--- src/rtl/mem_access_pkg.sv ---
`default_nettype none
// ============================================================================
// Module      : mem_access_pkg
// Description : Shared types and helpers for the memory access controller:
//               access size codes, controller state encoding, access byte
//               count, load-result extension and lane byte-enable mask.
// Revision    : 1.0 - initial release
// ============================================================================
package mem_access_pkg;

    typedef enum logic [1:0] {
        SZ_B = 2'd0,
        SZ_H = 2'd1,
        SZ_W = 2'd2,
        SZ_D = 2'd3
    } size_e;

    typedef enum logic [2:0] {
        ST_IDLE   = 3'd0,
        ST_LOOKUP = 3'd1,
        ST_MREAD  = 3'd2,
        ST_MCAPT  = 3'd3,
        ST_FILL   = 3'd4,
        ST_MWRITE = 3'd5,
        ST_DONE   = 3'd6
    } state_e;

    // Number of bytes touched by an access of size code lim (1, 2, 4 or 8).
    function automatic logic [3:0] bytes_of(input logic [1:0] lim);
        return 4'd1 << lim;
    endfunction

    // Keep the low 2^lim bytes of data and fill the rest with zeros, or with
    // copies of the access's top bit when sgn is set.
    function automatic logic [63:0] extend(input logic [63:0] data,
                                           input logic [1:0]  lim,
                                           input logic        sgn);
        logic [63:0] r;
        case (lim)
            SZ_B:    r = {{56{sgn & data[7]}},  data[7:0]};
            SZ_H:    r = {{48{sgn & data[15]}}, data[15:0]};
            SZ_W:    r = {{32{sgn & data[31]}}, data[31:0]};
            default: r = data;
        endcase
        return r;
    endfunction

    // Byte enables for one beat of a bus mem_bytes wide. Accesses at least
    // as wide as the bus enable every lane; narrower ones enable their own
    // bytes starting at the lane the address falls in.
    function automatic logic [7:0] lane_mask(input logic [2:0] addr_lo,
                                             input logic [1:0] lim,
                                             input logic [3:0] mem_bytes);
        logic [3:0] n;
        logic [2:0] lane;
        logic [7:0] full;
        logic [7:0] part;
        n    = bytes_of(lim);
        lane = addr_lo & 3'(mem_bytes - 4'd1);
        full = 8'hFF >> (4'd8 - mem_bytes);
        part = 8'hFF >> (4'd8 - n);
        return (n >= mem_bytes) ? full : (part << lane);
    endfunction

endpackage
`default_nettype wire

--- src/rtl/mem_access_controller_beat_port.sv ---
`default_nettype none
// ============================================================================
// Module      : mem_beat_port
// Description : Beat sequencer for the memory port. Holds MRE/MWE, MADDR,
//               MBE and the MDOUT slice stable until MRDY, counts beats,
//               and times out a beat that waits TIMEOUT cycles for MRDY.
// Ports       : i_start/i_write/i_addr/i_lim/i_wdata  - begin an access
//               i_next                                - issue next read beat
//               i_mrdy/i_mdin                         - memory handshake/data
//               o_mre/o_mwe/o_maddr/o_mbe/o_mdout     - memory request
//               o_rdata  - read lanes shifted down to byte 0
//               o_beat/o_last/o_accept/o_timeout      - sequencing status
// Revision    : 1.0 - initial release
// ============================================================================
module mem_beat_port
    import mem_access_pkg::*;
#(
    parameter int XLEN      = 32,
    parameter int ADDR_W    = 32,
    parameter int MEM_BYTES = 1,
    parameter int TIMEOUT   = 255
) (
    input  logic                   i_clk,
    input  logic                   i_rst_n,
    input  logic                   i_start,
    input  logic                   i_write,
    input  logic [ADDR_W-1:0]      i_addr,
    input  logic [1:0]             i_lim,
    input  logic [XLEN-1:0]        i_wdata,
    input  logic                   i_next,
    input  logic                   i_mrdy,
    input  logic [8*MEM_BYTES-1:0] i_mdin,
    output logic                   o_mre,
    output logic                   o_mwe,
    output logic [ADDR_W-1:0]      o_maddr,
    output logic [MEM_BYTES-1:0]   o_mbe,
    output logic [8*MEM_BYTES-1:0] o_mdout,
    output logic [8*MEM_BYTES-1:0] o_rdata,
    output logic [3:0]             o_beat,
    output logic                   o_last,
    output logic                   o_accept,
    output logic                   o_timeout
);

    localparam int MW    = 8 * MEM_BYTES;
    localparam int CNT_W = $clog2(TIMEOUT + 1);

    logic                 r_mre;
    logic                 r_mwe;
    logic [ADDR_W-1:0]    r_maddr;
    logic [MEM_BYTES-1:0] r_mbe;
    logic [MW-1:0]        r_mdout;
    logic [XLEN-1:0]      r_wdata;
    logic [2:0]           r_lane;
    logic [3:0]           r_beat;
    logic [3:0]           r_nbeats;
    logic [CNT_W-1:0]     r_cnt;

    logic                 w_strobe;
    logic [3:0]           w_n;
    logic [3:0]           w_nbeats;
    logic [2:0]           w_lane;
    logic [ADDR_W-1:0]    w_base;
    logic [MEM_BYTES-1:0] w_mask;
    logic [MW-1:0]        w_wd0;

    assign w_strobe  = r_mre | r_mwe;
    assign o_accept  = w_strobe & i_mrdy;
    assign o_timeout = w_strobe & ~i_mrdy & (r_cnt == CNT_W'(TIMEOUT - 1));
    assign o_last    = (r_beat == (r_nbeats - 4'd1));
    assign o_beat    = r_beat;
    assign o_rdata   = i_mdin >> {r_lane, 3'b000};

    // Sub-beat accesses use the lane-aligned base and a shifted lane; wider
    // accesses are aligned by construction so the lane is always zero.
    assign w_n      = bytes_of(i_lim);
    assign w_nbeats = (w_n > 4'(MEM_BYTES)) ? (w_n / 4'(MEM_BYTES)) : 4'd1;
    assign w_lane   = i_addr[2:0] & 3'(MEM_BYTES - 1);
    assign w_base   = i_addr & ~ADDR_W'(MEM_BYTES - 1);
    assign w_mask   = MEM_BYTES'(lane_mask(i_addr[2:0], i_lim, 4'(MEM_BYTES)));
    assign w_wd0    = MW'(i_wdata) << {w_lane, 3'b000};

    always_ff @(posedge i_clk or negedge i_rst_n) begin
        if (!i_rst_n) begin
            r_mre    <= 1'b0;
            r_mwe    <= 1'b0;
            r_maddr  <= '0;
            r_mbe    <= '0;
            r_mdout  <= '0;
            r_wdata  <= '0;
            r_lane   <= '0;
            r_beat   <= '0;
            r_nbeats <= '0;
            r_cnt    <= '0;
        end else if (i_start) begin
            r_mre    <= ~i_write;
            r_mwe    <= i_write;
            r_maddr  <= w_base;
            r_mbe    <= w_mask;
            r_mdout  <= i_write ? w_wd0 : '0;
            r_wdata  <= i_wdata;
            r_lane   <= w_lane;
            r_beat   <= 4'd0;
            r_nbeats <= w_nbeats;
            r_cnt    <= '0;
        end else if (i_next) begin
            r_mre   <= 1'b1;
            r_maddr <= r_maddr + ADDR_W'(MEM_BYTES);
            r_beat  <= r_beat + 4'd1;
            r_cnt   <= '0;
        end else if (o_accept) begin
            r_cnt <= '0;
            if (r_mwe && !o_last) begin
                // Store beats run back to back: the next slice goes out
                // on the cycle after the previous one was accepted.
                r_maddr <= r_maddr + ADDR_W'(MEM_BYTES);
                r_mdout <= MW'(r_wdata >> MW);
                r_wdata <= r_wdata >> MW;
                r_beat  <= r_beat + 4'd1;
            end else begin
                // Reads keep the beat index so the capture lands in the
                // right slot; the controller asks for the next beat.
                r_mre <= 1'b0;
                r_mwe <= 1'b0;
            end
        end else if (o_timeout) begin
            r_mre <= 1'b0;
            r_mwe <= 1'b0;
            r_cnt <= '0;
        end else if (w_strobe) begin
            r_cnt <= r_cnt + 1'b1;
        end
    end

    assign o_mre   = r_mre;
    assign o_mwe   = r_mwe;
    assign o_maddr = r_maddr;
    assign o_mbe   = r_mbe;
    assign o_mdout = r_mdout;

endmodule
`default_nettype wire

--- src/rtl/mem_access_controller.sv ---
`default_nettype none
// ============================================================================
// Module      : mem_access_controller
// Description : Load/store controller between the CPU LSU, a lookup cache
//               and a beat-based memory port. Loads try the cache first and
//               fill it on a miss; stores write through to cache and memory.
// Ports       : i_we/i_rreq/i_addr/i_din/i_lim/i_signed - CPU request
//               o_busy/o_rdy/o_err/o_dout                - CPU response
//               i_found/i_cdout/o_cdin/o_cwe             - cache interface
//               o_maddr/o_mre/o_mwe/o_mbe/o_mdout/i_mdin/i_mrdy - memory
// Revision    : 1.0 - initial release
// ============================================================================
module mem_access_controller
    import mem_access_pkg::*;
#(
    parameter int XLEN      = 32,
    parameter int ADDR_W    = 32,
    parameter int MEM_BYTES = 1,
    parameter int TIMEOUT   = 255
) (
    input  logic                   i_clk,
    input  logic                   i_rst_n,
    input  logic                   i_we,
    input  logic                   i_rreq,
    input  logic [ADDR_W-1:0]      i_addr,
    input  logic [XLEN-1:0]        i_din,
    input  logic [1:0]             i_lim,
    input  logic                   i_signed,
    output logic                   o_busy,
    output logic                   o_rdy,
    output logic                   o_err,
    output logic [XLEN-1:0]        o_dout,
    input  logic                   i_found,
    input  logic [XLEN-1:0]        i_cdout,
    output logic [XLEN+2:0]        o_cdin,
    output logic                   o_cwe,
    output logic [ADDR_W-1:0]      o_maddr,
    output logic                   o_mre,
    output logic                   o_mwe,
    output logic [MEM_BYTES-1:0]   o_mbe,
    output logic [8*MEM_BYTES-1:0] o_mdout,
    input  logic [8*MEM_BYTES-1:0] i_mdin,
    input  logic                   i_mrdy
);

    localparam int MW = 8 * MEM_BYTES;

    state_e            r_state;
    logic              r_busy;
    logic              r_rdy;
    logic              r_err;
    logic              r_cwe;
    logic [XLEN+2:0]   r_cdin;
    logic [XLEN-1:0]   r_dout;
    logic [XLEN-1:0]   r_buf;
    logic [ADDR_W-1:0] r_addr;
    logic [1:0]        r_lim;
    logic              r_signed;

    logic              w_illegal;
    logic [3:0]        w_n;
    logic [XLEN-1:0]   w_din_masked;
    logic [XLEN-1:0]   w_ext;
    logic              w_start;
    logic              w_start_wr;
    logic [ADDR_W-1:0] w_p_addr;
    logic [1:0]        w_p_lim;
    logic              w_next;
    logic [MW-1:0]     w_rdata;
    logic [3:0]        w_beat;
    logic [6:0]        w_cap_sh;
    logic              w_last;
    logic              w_accept;
    logic              w_timeout;

    assign w_n          = bytes_of(i_lim);
    assign w_illegal    = (|(i_addr[3:0] & (w_n - 4'd1))) ||
                          ((i_lim == SZ_D) && (XLEN == 32));
    assign w_din_masked = XLEN'(extend(64'(i_din), i_lim, 1'b0));
    assign w_ext        = XLEN'(extend(64'(r_buf), r_lim, r_signed));

    // Stores start the memory port straight from IDLE using the live request;
    // loads start it from LOOKUP on a miss using the latched request.
    assign w_start_wr = (r_state == ST_IDLE);
    assign w_start    = ((r_state == ST_IDLE) && i_we && !w_illegal) ||
                        ((r_state == ST_LOOKUP) && !i_found);
    assign w_p_addr   = w_start_wr ? i_addr : r_addr;
    assign w_p_lim    = w_start_wr ? i_lim : r_lim;
    assign w_next     = (r_state == ST_MCAPT) && !w_last;
    assign w_cap_sh   = 7'(w_beat) * 7'(MW);

    mem_beat_port #(
        .XLEN      (XLEN),
        .ADDR_W    (ADDR_W),
        .MEM_BYTES (MEM_BYTES),
        .TIMEOUT   (TIMEOUT)
    ) u_beat_port (
        .i_clk     (i_clk),
        .i_rst_n   (i_rst_n),
        .i_start   (w_start),
        .i_write   (w_start_wr),
        .i_addr    (w_p_addr),
        .i_lim     (w_p_lim),
        .i_wdata   (w_din_masked),
        .i_next    (w_next),
        .i_mrdy    (i_mrdy),
        .i_mdin    (i_mdin),
        .o_mre     (o_mre),
        .o_mwe     (o_mwe),
        .o_maddr   (o_maddr),
        .o_mbe     (o_mbe),
        .o_mdout   (o_mdout),
        .o_rdata   (w_rdata),
        .o_beat    (w_beat),
        .o_last    (w_last),
        .o_accept  (w_accept),
        .o_timeout (w_timeout)
    );

    always_ff @(posedge i_clk or negedge i_rst_n) begin
        if (!i_rst_n) begin
            r_state  <= ST_IDLE;
            r_busy   <= 1'b0;
            r_rdy    <= 1'b0;
            r_err    <= 1'b0;
            r_cwe    <= 1'b0;
            r_cdin   <= '0;
            r_dout   <= '0;
            r_buf    <= '0;
            r_addr   <= '0;
            r_lim    <= '0;
            r_signed <= 1'b0;
        end else begin
            r_rdy <= 1'b0;
            r_err <= 1'b0;
            r_cwe <= 1'b0;
            case (r_state)
                ST_IDLE: begin
                    if (i_we || i_rreq) begin
                        r_busy   <= 1'b1;
                        r_addr   <= i_addr;
                        r_lim    <= i_lim;
                        r_signed <= i_signed;
                        if (w_illegal) begin
                            r_state <= ST_DONE;
                            r_rdy   <= 1'b1;
                            r_err   <= 1'b1;
                        end else if (i_we) begin
                            // Write-through: the cache sees the store at once.
                            r_state <= ST_MWRITE;
                            r_cwe   <= 1'b1;
                            r_cdin  <= {i_signed, i_lim, w_din_masked};
                        end else begin
                            r_state <= ST_LOOKUP;
                            r_cdin  <= {i_signed, i_lim, {XLEN{1'b0}}};
                            r_buf   <= '0;
                        end
                    end
                end
                ST_LOOKUP: begin
                    if (i_found) begin
                        r_dout  <= i_cdout;
                        r_state <= ST_DONE;
                        r_rdy   <= 1'b1;
                    end else begin
                        r_state <= ST_MREAD;
                    end
                end
                ST_MREAD: begin
                    if (w_accept) begin
                        r_state <= ST_MCAPT;
                    end else if (w_timeout) begin
                        r_state <= ST_DONE;
                        r_rdy   <= 1'b1;
                        r_err   <= 1'b1;
                    end
                end
                ST_MCAPT: begin
                    // Read data arrives the cycle after MRDY.
                    r_buf   <= r_buf | (XLEN'(w_rdata) << w_cap_sh);
                    r_state <= w_last ? ST_FILL : ST_MREAD;
                end
                ST_FILL: begin
                    r_dout  <= w_ext;
                    r_cwe   <= 1'b1;
                    r_cdin  <= {r_signed, r_lim, w_ext};
                    r_state <= ST_DONE;
                    r_rdy   <= 1'b1;
                end
                ST_MWRITE: begin
                    if (w_accept && w_last) begin
                        r_state <= ST_DONE;
                        r_rdy   <= 1'b1;
                    end else if (w_timeout) begin
                        r_state <= ST_DONE;
                        r_rdy   <= 1'b1;
                        r_err   <= 1'b1;
                    end
                end
                ST_DONE: begin
                    r_state <= ST_IDLE;
                    r_busy  <= 1'b0;
                end
                default: begin
                    r_state <= ST_IDLE;
                    r_busy  <= 1'b0;
                end
            endcase
        end
    end

    assign o_busy = r_busy;
    assign o_rdy  = r_rdy;
    assign o_err  = r_err;
    assign o_cwe  = r_cwe;
    assign o_cdin = r_cdin;
    assign o_dout = r_dout;

endmodule
`default_nettype wire
--- config.mk ---
export PLATFORM = sky130hd
export DESIGN_NAME = mem_access_controller
export DESIGN_NICKNAME = d
export VERILOG_FILES = /design/src/rtl/mem_access_pkg.sv /design/src/rtl/mem_access_controller_beat_port.sv /design/src/rtl/mem_access_controller.sv
export SDC_FILE = /design/constraint.sdc
export NUM_CORES = 1
export LEC_CHECK = 0
export BUFFER_PORTS_ARGS = -buffer_cell sky130_fd_sc_hd__buf_2
export CAP_MARGIN = 20
export CORE_UTILIZATION = 51
export CTS_CLUSTER_DIAMETER = 150
export DETAILED_ROUTE_END_ITERATION = 8
export PLACE_DENSITY = 0.75
export SYNTH_ARGS = -nofsm -noshare
export SYNTH_HDL_FRONTEND = slang
export SYNTH_HIERARCHICAL = 1
export SYNTH_SLANG_ARGS = --single-unit
export TNS_END_PERCENT = 1
--- constraint.sdc ---
create_clock -name i_clk -period 3.2 [get_ports i_clk]
set_input_delay 0.48 -clock i_clk [delete_from_list [all_inputs] [get_ports i_clk]]
set_output_delay 0.48 -clock i_clk [all_outputs]
set_load 0.02 [all_outputs]
Yosys cells after proc, flatten, opt, wreduce, memory -nomap -nowiden
Cells that the tools add are included.
{ "word_totals": {"register_bits": 232, "output_inout_bits": 114, "wordCells": 166} }
{ "classes": {"muxes": 69, "n_addsub": 6, "bitwise_logic": 11, "reduce_logical": 36, "n_eq_ne": 18, "n_lt_le_gt_ge": 2, "shifts": 4} }
{ "op_table": {"columns": ["operator", "n"], "rows": [
  ["$mux W32", 14],
  ["$pmux W32 S2", 3],
  ["$pmux W32 S3", 1],
  ["$mux W8", 10],
  ["$mux W35", 2],
  ["$pmux W35 S2", 1],
  ["$add A32 B1 Y32 const B", 1],
  ["$or A32 B32 Y32", 1],
  ["$shl A8 B7 Y32", 1],
  ["$mux W3", 8],
  ["$mux W4", 5],
  ["$mux W1", 19],
  ["$pmux W3 S6", 1],
  ["$reduce_and A2 Y1", 5],
  ["$reduce_bool A2 Y1", 5],
  ["$reduce_and A3 Y1", 3],
  ["$reduce_bool A3 Y1", 3],
  ["$add A8 B1 Y8 const B", 1],
  ["$eq A8 B8 Y1 const B", 1],
  ["$ne A2 B2 Y1 const B", 4],
  ["$shl A1 B2 Y4 const A", 2],
  ["$shr A8 B4 Y1 const A", 1],
  ["$sub A4 B1 Y4 const B", 2],
  ["$eq A3 B2 Y1 const B", 2],
  ["30 further kinds", 50]
]} }

Longest topological paths before layout
Gate-level depths: netlist of run 1.
{ "logic_depth": {"word_depth": 10, "mapped_depth": 14} }

Cells and area by module
Netlist of run 1, hierarchy kept.
{ "by_module_without_submodules": {"columns": ["module", "area_per_inst_um2", "instances", "seq_area_each_um2", "cells_per_inst"], "rows": [
  ["mem_access_controller", 7419.6, 1, 3528.4, 663],
  ["mem_beat_port", 4653.2, 1, 2077.0, 506]
]} }

Worst setup path before layout of run 1
OpenSTA, ideal clock, no wires.
{ "synth_timing": {"kind": "register to register", "startpoint": "register u_beat_port.r_nbeats[0]", "endpoint": "register u_beat_port.r_maddr[24] (netlist: u_beat_port/o_maddr[24])", "required_time_ps": 3118, "n_path_buf": 1, "arrival_time_ps": 3226, "stages_incl_launch_ff": 12, "path_slack_ps": -108, "path_cell_list": "dfrtp_1 inv_1 ha_1 xnor3_1 nor3b_2 and2_1 nor3b_1 nand2b_1 o31ai_2 buf_2 or4_1 a31oi_1"} }
{ "synth_between": {"elab_chain_len": 6} }
{ "synth_rtl": {"columns": ["item", "line", "rtl"], "rows": [
  ["start: declaration", "mem_access_controller_beat_port.sv:56", "logic [3:0] r_nbeats;"],
  ["start signal: assignment", "mem_access_controller_beat_port.sv:104", "r_nbeats <= w_nbeats;"],
  ["$sub A4 B1 Y4 *", "mem_access_controller_beat_port.sv:70", "assign o_last = (r_beat == (r_nbeats - 4'd1));"],
  ["$eq A4 B4 Y1 *", "mem_access_controller_beat_port.sv:70", null],
  ["via w_last", "mem_access_controller.sv:72", "logic w_last;"],
  ["$logic_not A1 Y1 *", "mem_access_controller.sv:89", "assign w_next = (r_state == ST_MCAPT) && !w_last;"],
  ["$logic_and A1 B1 Y1 *", "mem_access_controller.sv:89", null],
  ["via w_next", "mem_access_controller.sv:68", "logic w_next;"],
  ["$reduce_bool A3 Y1 (no line) or $mux W32 (tied branches)", null, null],
  ["$reduce_and A2 Y1 (no line) or $mux W32 (tied branches)", null, null],
  ["end signal: assignment", "mem_access_controller_beat_port.sv:98", "r_maddr <= w_base;"],
  ["end signal: assignment", "mem_access_controller_beat_port.sv:108", "r_maddr <= r_maddr + ADDR_W'(MEM_BYTES);"],
  ["end signal: assignment", "mem_access_controller_beat_port.sv:116", "r_maddr <= r_maddr + ADDR_W'(MEM_BYTES);"],
  ["end: declaration", "mem_access_controller_beat_port.sv:50", "logic [ADDR_W-1:0] r_maddr;"]
]} }
Mark *: on every way through the listed nets, which the timed path passes. The rest lies on a longest branch.
A chain may end at the register's enable or synchronous reset.

Worst setup path in the final report of run 1
{ "layout_timing": {"startpoint": "register u_beat_port.r_nbeats[0]", "endpoint": "register u_beat_port.r_maddr[10] (netlist: u_beat_port/o_maddr[10])"} }
The elaborated chain is that of the path after synthesis.

==> results of run 1 <==
==> path summary, 6_finish.rpt <==
check                                         from                 endpoint  slack (ps)  depth (start not counted)
hold / removal                            i_din[1]   u_beat_port/o_mdout[1]         210                          3
setup reg to reg           u_beat_port/r_nbeats[0]  u_beat_port/o_maddr[10]         150                         11
min in group asynchronous                  i_rst_n                o_dout[9]         490                          2
setup / recovery           u_beat_port/r_nbeats[0]  u_beat_port/o_maddr[10]         150                         11
max in group asynchronous                  i_rst_n  u_beat_port/o_maddr[16]        1940                          3
hold reg to reg                  u_beat_port/o_mbe        u_beat_port/o_mbe         470                          1
==> metrics by stage <==
step / hold slack (ps) / util (%)
6_report: 207.3 / 62.64
5_1_grt: 197.9 / 62.64
4_1_cts: 190.1 / 62.44
3_5_place_dp: 423.8 / 58.91
3_3_place_gp: 424.2 / 58.91
2_1_floorplan: 184.4 / -
==> cells in the mapped netlist (all sizes together) (6+ instances only) <==
cell type,count,area share (%)
inv,32,0.99
xnor2,11,0.80
ha,6,0.62
nand3,28,1.2
or4,9,0.56
o21ai,127,5.4
clkbuf,37,1.2
a41oi,32,2.3
nor2b,16,0.83
nor2,74,2.3
dfrtp,224,46
a31oi,15,0.83
o31ai,12,0.83
mux2i,73,6.1
nand4,7,0.36
nor3,10,0.55
buf,53,2.9
nor4,6,0.49
a32oi,6,0.44
nand2,107,3.3
and2,39,2.0
a21oi,33,1.4
xor2,9,0.72
nor3b,9,0.64
o21a,10,0.62
mux2,108,11
and3,6,0.31
nand2b,9,0.47
==> final cells by class <==
| type | count | area [sq um] | area share [%] |
|---|---|---|---|
| Multi-Input combinational cell | 823 | 5932 | 41.32 |
| Sequential cell | 224 | 5605 | 39.05 |
| Timing Repair Buffer | 263 | 1500 | 10.45 |
| Clock buffer | 32 | 691.9 | 4.820 |
| Tap cell | 313 | 391.6 | 2.728 |
| Inverter | 32 | 120.1 | 0.8367 |
| Clock inverter | 9 | 106.4 | 0.7409 |
| Antenna cell | 3 | 7.507 | 0.05230 |
==> report_power, final <==
group / leakage (nW) / internal [mW] / switching [mW] / total (mW)
clock network: 0.385 / 1.68 / 1.14 / 2.82
logic: 3.29 / 0.0903 / 0.157 / 0.248
registers: 2.89 / 2.83 / 0 / 2.83
total: 6.56 / 4.60 / 1.30 / 5.90
==> sequential cells by signal, summed over array words and instances, names as in the netlist, 2 cells and up <==
name                  cells
u_beat_port/o_beat        4
o_cdin                   35
r_addr                   32
u_beat_port/r_wdata      24
r_buf                    32
r_lim                     2
u_beat_port/r_nbeats      4
u_beat_port/o_mdout       8
u_beat_port/r_cnt         8
r_state                   3
o_dout                   32
u_beat_port/o_maddr      32
==> worst max-delay path: cells and delay by family (launching register included) <==
kind	cells	cell delay [ps]
fa+ha+maj	1	240
compound gates	3	780
xor+xnor	1	350
simple gates	5	1010
flops	1	410
buf+inv	1	90
==> timing repair <==
item                       CTS  global route
hold buffers                 1             0
setup endpoints to repair    0            22
gates resized for setup      0             7
hold endpoints to repair    50             0
==> placed cells by master (no fill, tap or decap), drive strengths merged, types with 11 or more instances in the layout <==
| cell | instances |
|---|---|
| nand2 | 107 |
| clkbuf | 32 |
| dfrtp | 224 |
| o21ai | 127 |
| buf | 262 |
| a21oi | 33 |
| mux2 | 108 |
| o31ai | 12 |
| a41oi | 32 |
| nor2 | 74 |
| xnor2 | 11 |
| nor2b | 16 |
| nand3 | 28 |
| and2 | 39 |
| mux2i | 73 |
| a31oi | 15 |
| inv | 33 |
==> metal layers <==
layer	vias to the layer above	wire (um)
li1	4607	-
met4	0	892
met3	58	1809
met1	4828	13550
met2	364	15730
met5	-	0
==> cells by family (layout without fill, tap and decap cells) <==
logic type | Yosys count | in the layout
and+or+nand+nor | 339 | 339
AOI/OAI and AO/OA | 275 | 275
DFF | 224 | 224
muxes | 181 | 181
buffers and inverters | 122 | 336
xor gates and xnor gates | 21 | 21
adders and majority gates | 7 | 7
other | 0 | 3
==> impl_metrics.env, run 1 <==
export IMPL_status="finished clean"
export IMPL_grt_pass1_vias=9454
export IMPL_area_delta_synth_final_pct=18.90
export IMPL_synthMuxAreaShare_pct=17.06
export IMPL_grt_overflow_total=0
export IMPL_finalPower_mw=5.902
export IMPL_relSlewSlack_pct=44.49
export IMPL_synthArstFlopShare_pct=100.0
export IMPL_vdd_ir_drop_max_v=0.0003164
export IMPL_worstMarginPinSlew_ps=832.6
export IMPL_route_detailed_wl_per_inst_um=18.82
export IMPL_grt_total_usage_pct=25.91
export IMPL_worstPathRequired_ps=3570
export IMPL_io_buffer_count=226
export IMPL_antenna_found_initial=3
export IMPL_first_pass_iters=6
export IMPL_num_fill_cells=1946
export IMPL_synth_seq_area_share_pct=46.43
export IMPL_dieWidth_um=155.9
export IMPL_use_met1_pct=34.05
export IMPL_cts_tree="built"
export IMPL_synth_compound_area_share_pct=14.76
export IMPL_synth_seq_cells=224
export IMPL_leakagePower_nw=6.561
export IMPL_critPathLaunchType="flop"
export IMPL_num_rows=55
export IMPL_critical_path_most_common_cell="and2_1"
export IMPL_clkTransAtPathRegs_ps=60
export IMPL_rsz0062_at_grt="true"
export IMPL_grt_busiest_layer="met2"
export IMPL_met3_usage_pct=3.750
export IMPL_clock_path_buffers=3
export IMPL_slew_viol_final=0
export IMPL_fin_area_sq_mm=0.01436
export IMPL_drv_cap=0
export IMPL_io_pins=227
export IMPL_fin_ws_ps=153.5
export IMPL_synthXorXnorAreaFrac_pct=1.700
export IMPL_drive_gt1_share_pct=31.74
export IMPL_max_clock_freq_ghz=0.3283
export IMPL_layout_min_cycle_time_ps=3046
export IMPL_cts_setup_buffers=0
export IMPL_numCtsBuffers=25
export IMPL_synthAdderAreaFrac_pct=0.7151
export IMPL_finalWeightedCongestion=0.8700
export IMPL_end_kind="flop"
export IMPL_path_cells="inv_1 > ha_1 > xnor3_1 > nor3b_2 > and2_1 > nor3b_4 > nor2_1 > and2_1 > a31o_2 > a221oi_1 > o31ai_1"
export IMPL_critPathArrivalTime_ps=3420
export IMPL_clock_sinks=224
export IMPL_synth_simple_area_share_pct=14.24
export IMPL_start_util_pct=52.68
export IMPL_yosysUniqueCellTypes=73
export IMPL_period_share_pct=95.20
export IMPL_core_area_sq_mm=0.02292
export IMPL_viasPerCell=5.802
export IMPL_cts_root_buf="clkbuf_16"
export IMPL_grt_pass1_wl_um=49660
export IMPL_criticalPathCategory="reg -> reg"
export IMPL_hold_class="in -> reg"
export IMPL_insertion_delay_ps=510
export IMPL_instances_no_fill=1699
export IMPL_slowest_stage="dfrtp_1"
export IMPL_hold_viol_final=0
export IMPL_synth_top_family_by_area="multiplexers"
export IMPL_wl_um=31980
export IMPL_final_setup_tns_ps=0
export IMPL_ys_warn_count=6
export IMPL_dp_hpwl_um=22690
export IMPL_power_per_cell_area_mw_per_mm2=411.1
export IMPL_cp_max_fo=15
export IMPL_syn_num_nets=1288
export IMPL_drc_errors=0
export IMPL_use_met2_pct=43.84
export IMPL_syn_cell_area_sq_mm=0.01207
export IMPL_dpl_cell_area_sq_mm=0.01350
export IMPL_die_area_sq_mm=0.02429
export IMPL_setup_viol=0
export IMPL_slowest_delay_ps=410
export IMPL_htreeDepth=1
export IMPL_dpl_worst_slack_ps=119.2
export IMPL_skew_ps=12.95
export IMPL_fp_dieH_um=155.9
export IMPL_postSynthCellCount=1169
export IMPL_synth_edf_count=0
export IMPL_synth_main_ff_cell="dfrtp_1"
export IMPL_placed_cells=1654
export IMPL_grt_max_degree=114
export IMPL_fin_nets=1488
export IMPL_syn_avg_cell_area_sq_um=10.33
export IMPL_vias=9857
export IMPL_ant_nets=0
export IMPL_initialDrtViolationCount=600
Power figures use the tool's default switching activity.
==> run 2, diff against run 1 <==
- RECOVER_POWER: not set -> 100
==> impl_metrics.env, run 2 (synthesized netlist as in run 1, its figures left out) <==
export IMPL_dpl_worst_slack_ps=119.2
export IMPL_critPathLaunchType="flop"
export IMPL_crit_family="simple AND/OR/NAND/NOR gates"
export IMPL_criticalPathCategory="reg -> reg"
export IMPL_leakagePower_nw=6.130
export IMPL_clkTransAtPathRegs_ps=60
export IMPL_start_util_pct=52.68
export IMPL_num_fill_cells=2008
export IMPL_status="finished clean"
export IMPL_first_pass_iters=5
export IMPL_worstMarginPinSlew_ps=1301
export IMPL_hold_viol_final=0
export IMPL_clock_path_buffers=3
export IMPL_switchingPower_mw=1.298
export IMPL_initialDrtViolationCount=591
export IMPL_grt_total_usage_pct=25.91
export IMPL_dp_hpwl_um=22690
export IMPL_max_clock_freq_ghz=0.3291
export IMPL_most_common_layout_cells="224 x dfrtp_1, 119 x clkbuf_1, 111 x buf_2"
export IMPL_io_pins=227
export IMPL_cts_root_buf="clkbuf_16"
export IMPL_slew_viol_final=0
export IMPL_vias=9874
export IMPL_grt_pass1_vias=9454
export IMPL_pwr_share_seq_pct=48.1
export IMPL_cp_max_fo=22
export IMPL_num_rows=55
export IMPL_power_per_cell_area_mw_per_mm2=417.3
export IMPL_drive_gt1_share_pct=22.49
export IMPL_die_area_sq_mm=0.02429
export IMPL_hold_class="in -> reg"
export IMPL_relSlewSlack_pct=13.28
export IMPL_critPathArrivalTime_ps=3460
export IMPL_grt_pass1_wl_um=49660
export IMPL_combPwrFrac_pct=4.1
export IMPL_layout_min_cycle_time_ps=3039
export IMPL_drv_cap=0
export IMPL_power_frac_clock_pct=47.9
export IMPL_intPower_mw=4.594
export IMPL_fp_dieH_um=155.9
export IMPL_area_delta_synth_final_pct=16.96
export IMPL_wl_um=31900
export IMPL_cts_tree="built"
export IMPL_drc_errors=0
export IMPL_antenna_found_initial=3
export IMPL_slowest_stage="or4_1"
export IMPL_regArea_sq_mm=0.005605
export IMPL_slowest_delay_ps=500
export IMPL_fin_nets=1488
export IMPL_largest_reg_flops=35
export IMPL_rsz0062_at_grt="true"
export IMPL_io_buffer_count=226
export IMPL_skew_ps=12.60
export IMPL_critical_path_buf_inv_count=2
export IMPL_worstPathRequired_ps=3620
export IMPL_grt_overflow_total=0
export IMPL_htreeDepth=1
export IMPL_ant_nets=0
export IMPL_fin_ws_ps=161.3
export IMPL_grt_max_degree=114
export IMPL_core_area_sq_mm=0.02292
export IMPL_insertion_delay_ps=510
export IMPL_end_kind="flop"
export IMPL_multi_input_area_sq_mm=0.005889
export IMPL_viasPerCell=5.812
export IMPL_dieWidth_um=155.9
export IMPL_fin_util_pct=61.62
export IMPL_setup_viol=0
export IMPL_clock_sinks=224
export IMPL_route_detailed_wl_per_inst_um=18.78
export IMPL_final_common_cell="dfrtp_1"
export IMPL_vdd_ir_drop_max_v=0.0003169
export IMPL_period_share_pct=94.96
export IMPL_path_cells="inv_1 > ha_1 > xnor3_1 > nor3b_2 > and2_1 > nor3b_4 > nand2b_4 > o31ai_2 > buf_6 > or4_1 > a31oi_1"
export IMPL_finalWeightedCongestion=0.8700
export IMPL_numCtsBuffers=25
export IMPL_p_sw_share_pct=22.03
## run 2: changes by cell type in the layout (fill, tap and decap cells not counted), sizes merged
cell / delta
buf: -122
clkbuf: +122
## run 2: path summary, 6_finish.rpt
check | start | endpoint | slack [ps] | depth (start not counted)
hold / removal | i_din[0] | u_beat_port/o_mdout[0] | 200 | 3
max in group asynchronous | i_rst_n | o_cdin[22] | 620 | 3
min in group asynchronous | i_rst_n | o_dout[9] | 810 | 2
setup reg to reg | u_beat_port/r_nbeats[0] | u_beat_port/o_maddr[29] | 160 | 11
setup / recovery | u_beat_port/r_nbeats[0] | u_beat_port/o_maddr[29] | 160 | 11
hold reg to reg | u_beat_port/o_mbe | u_beat_port/o_mbe | 480 | 1
## run 2: worst min-delay path, delay by kind of cell
kind | cells | cell delay, ps
buffers and inverters | 1 | 100
AOI/OAI and AO/OA | 1 | 60
and+or+nand+nor | 1 | 40
## run 2: power by group through the flow
stage	Sequential (mW)	Combinational, mW	Clock (mW)
floorplan	2.89	0.0742	0
global placement	2.88	0.246	0
detailed placement	2.88	0.247	0
CTS	2.83	0.250	2.87
global route	2.83	0.266	3.00
finish	2.83	0.239	2.82
## run 2: repair_timing
| action | 4_1_cts | 5_1_grt |
|---|---|---|
| hold buffers | 1 | 0 |
| setup buffers | 0 | 0 |
| resized for setup | 0 | 7 |
| hold endpoints to repair | 50 | 0 |
| endpoints found under the setup margin | 0 | 22 |
## run 2: per-stage QoR
stage	area, sq um	hold slack (ps)	power, mW	cells	setup TNS, ps
2_1_floorplan	12080	184.4	2.959	1169	0
3_3_place_gp	13500	424.2	3.130	1654	0
3_5_place_dp	13500	423.8	3.132	1654	0
4_1_cts	14310	190.1	5.948	1696	0
5_1_grt	14120	197.9	6.095	1699	-31.95
6_report	14120	203.8	5.892	1699	0
## run 2: layer usage
metal	part of all wire [%]	global-route usage, %
met5	0	0
met4	2.9	8.824
met3	5.9	3.750
met2	49	43.84
met1	42	34.05
## run 2: layout make-up
type                       count  area share (%)
inverter                      32          0.8507
clock buffer                  32           4.900
clock inverter                 9          0.7532
sequential                   224           39.70
antenna                        3         0.05317
multi-input combinational    823           41.71
tap                          313           2.774
timing repair buffer         263           9.260
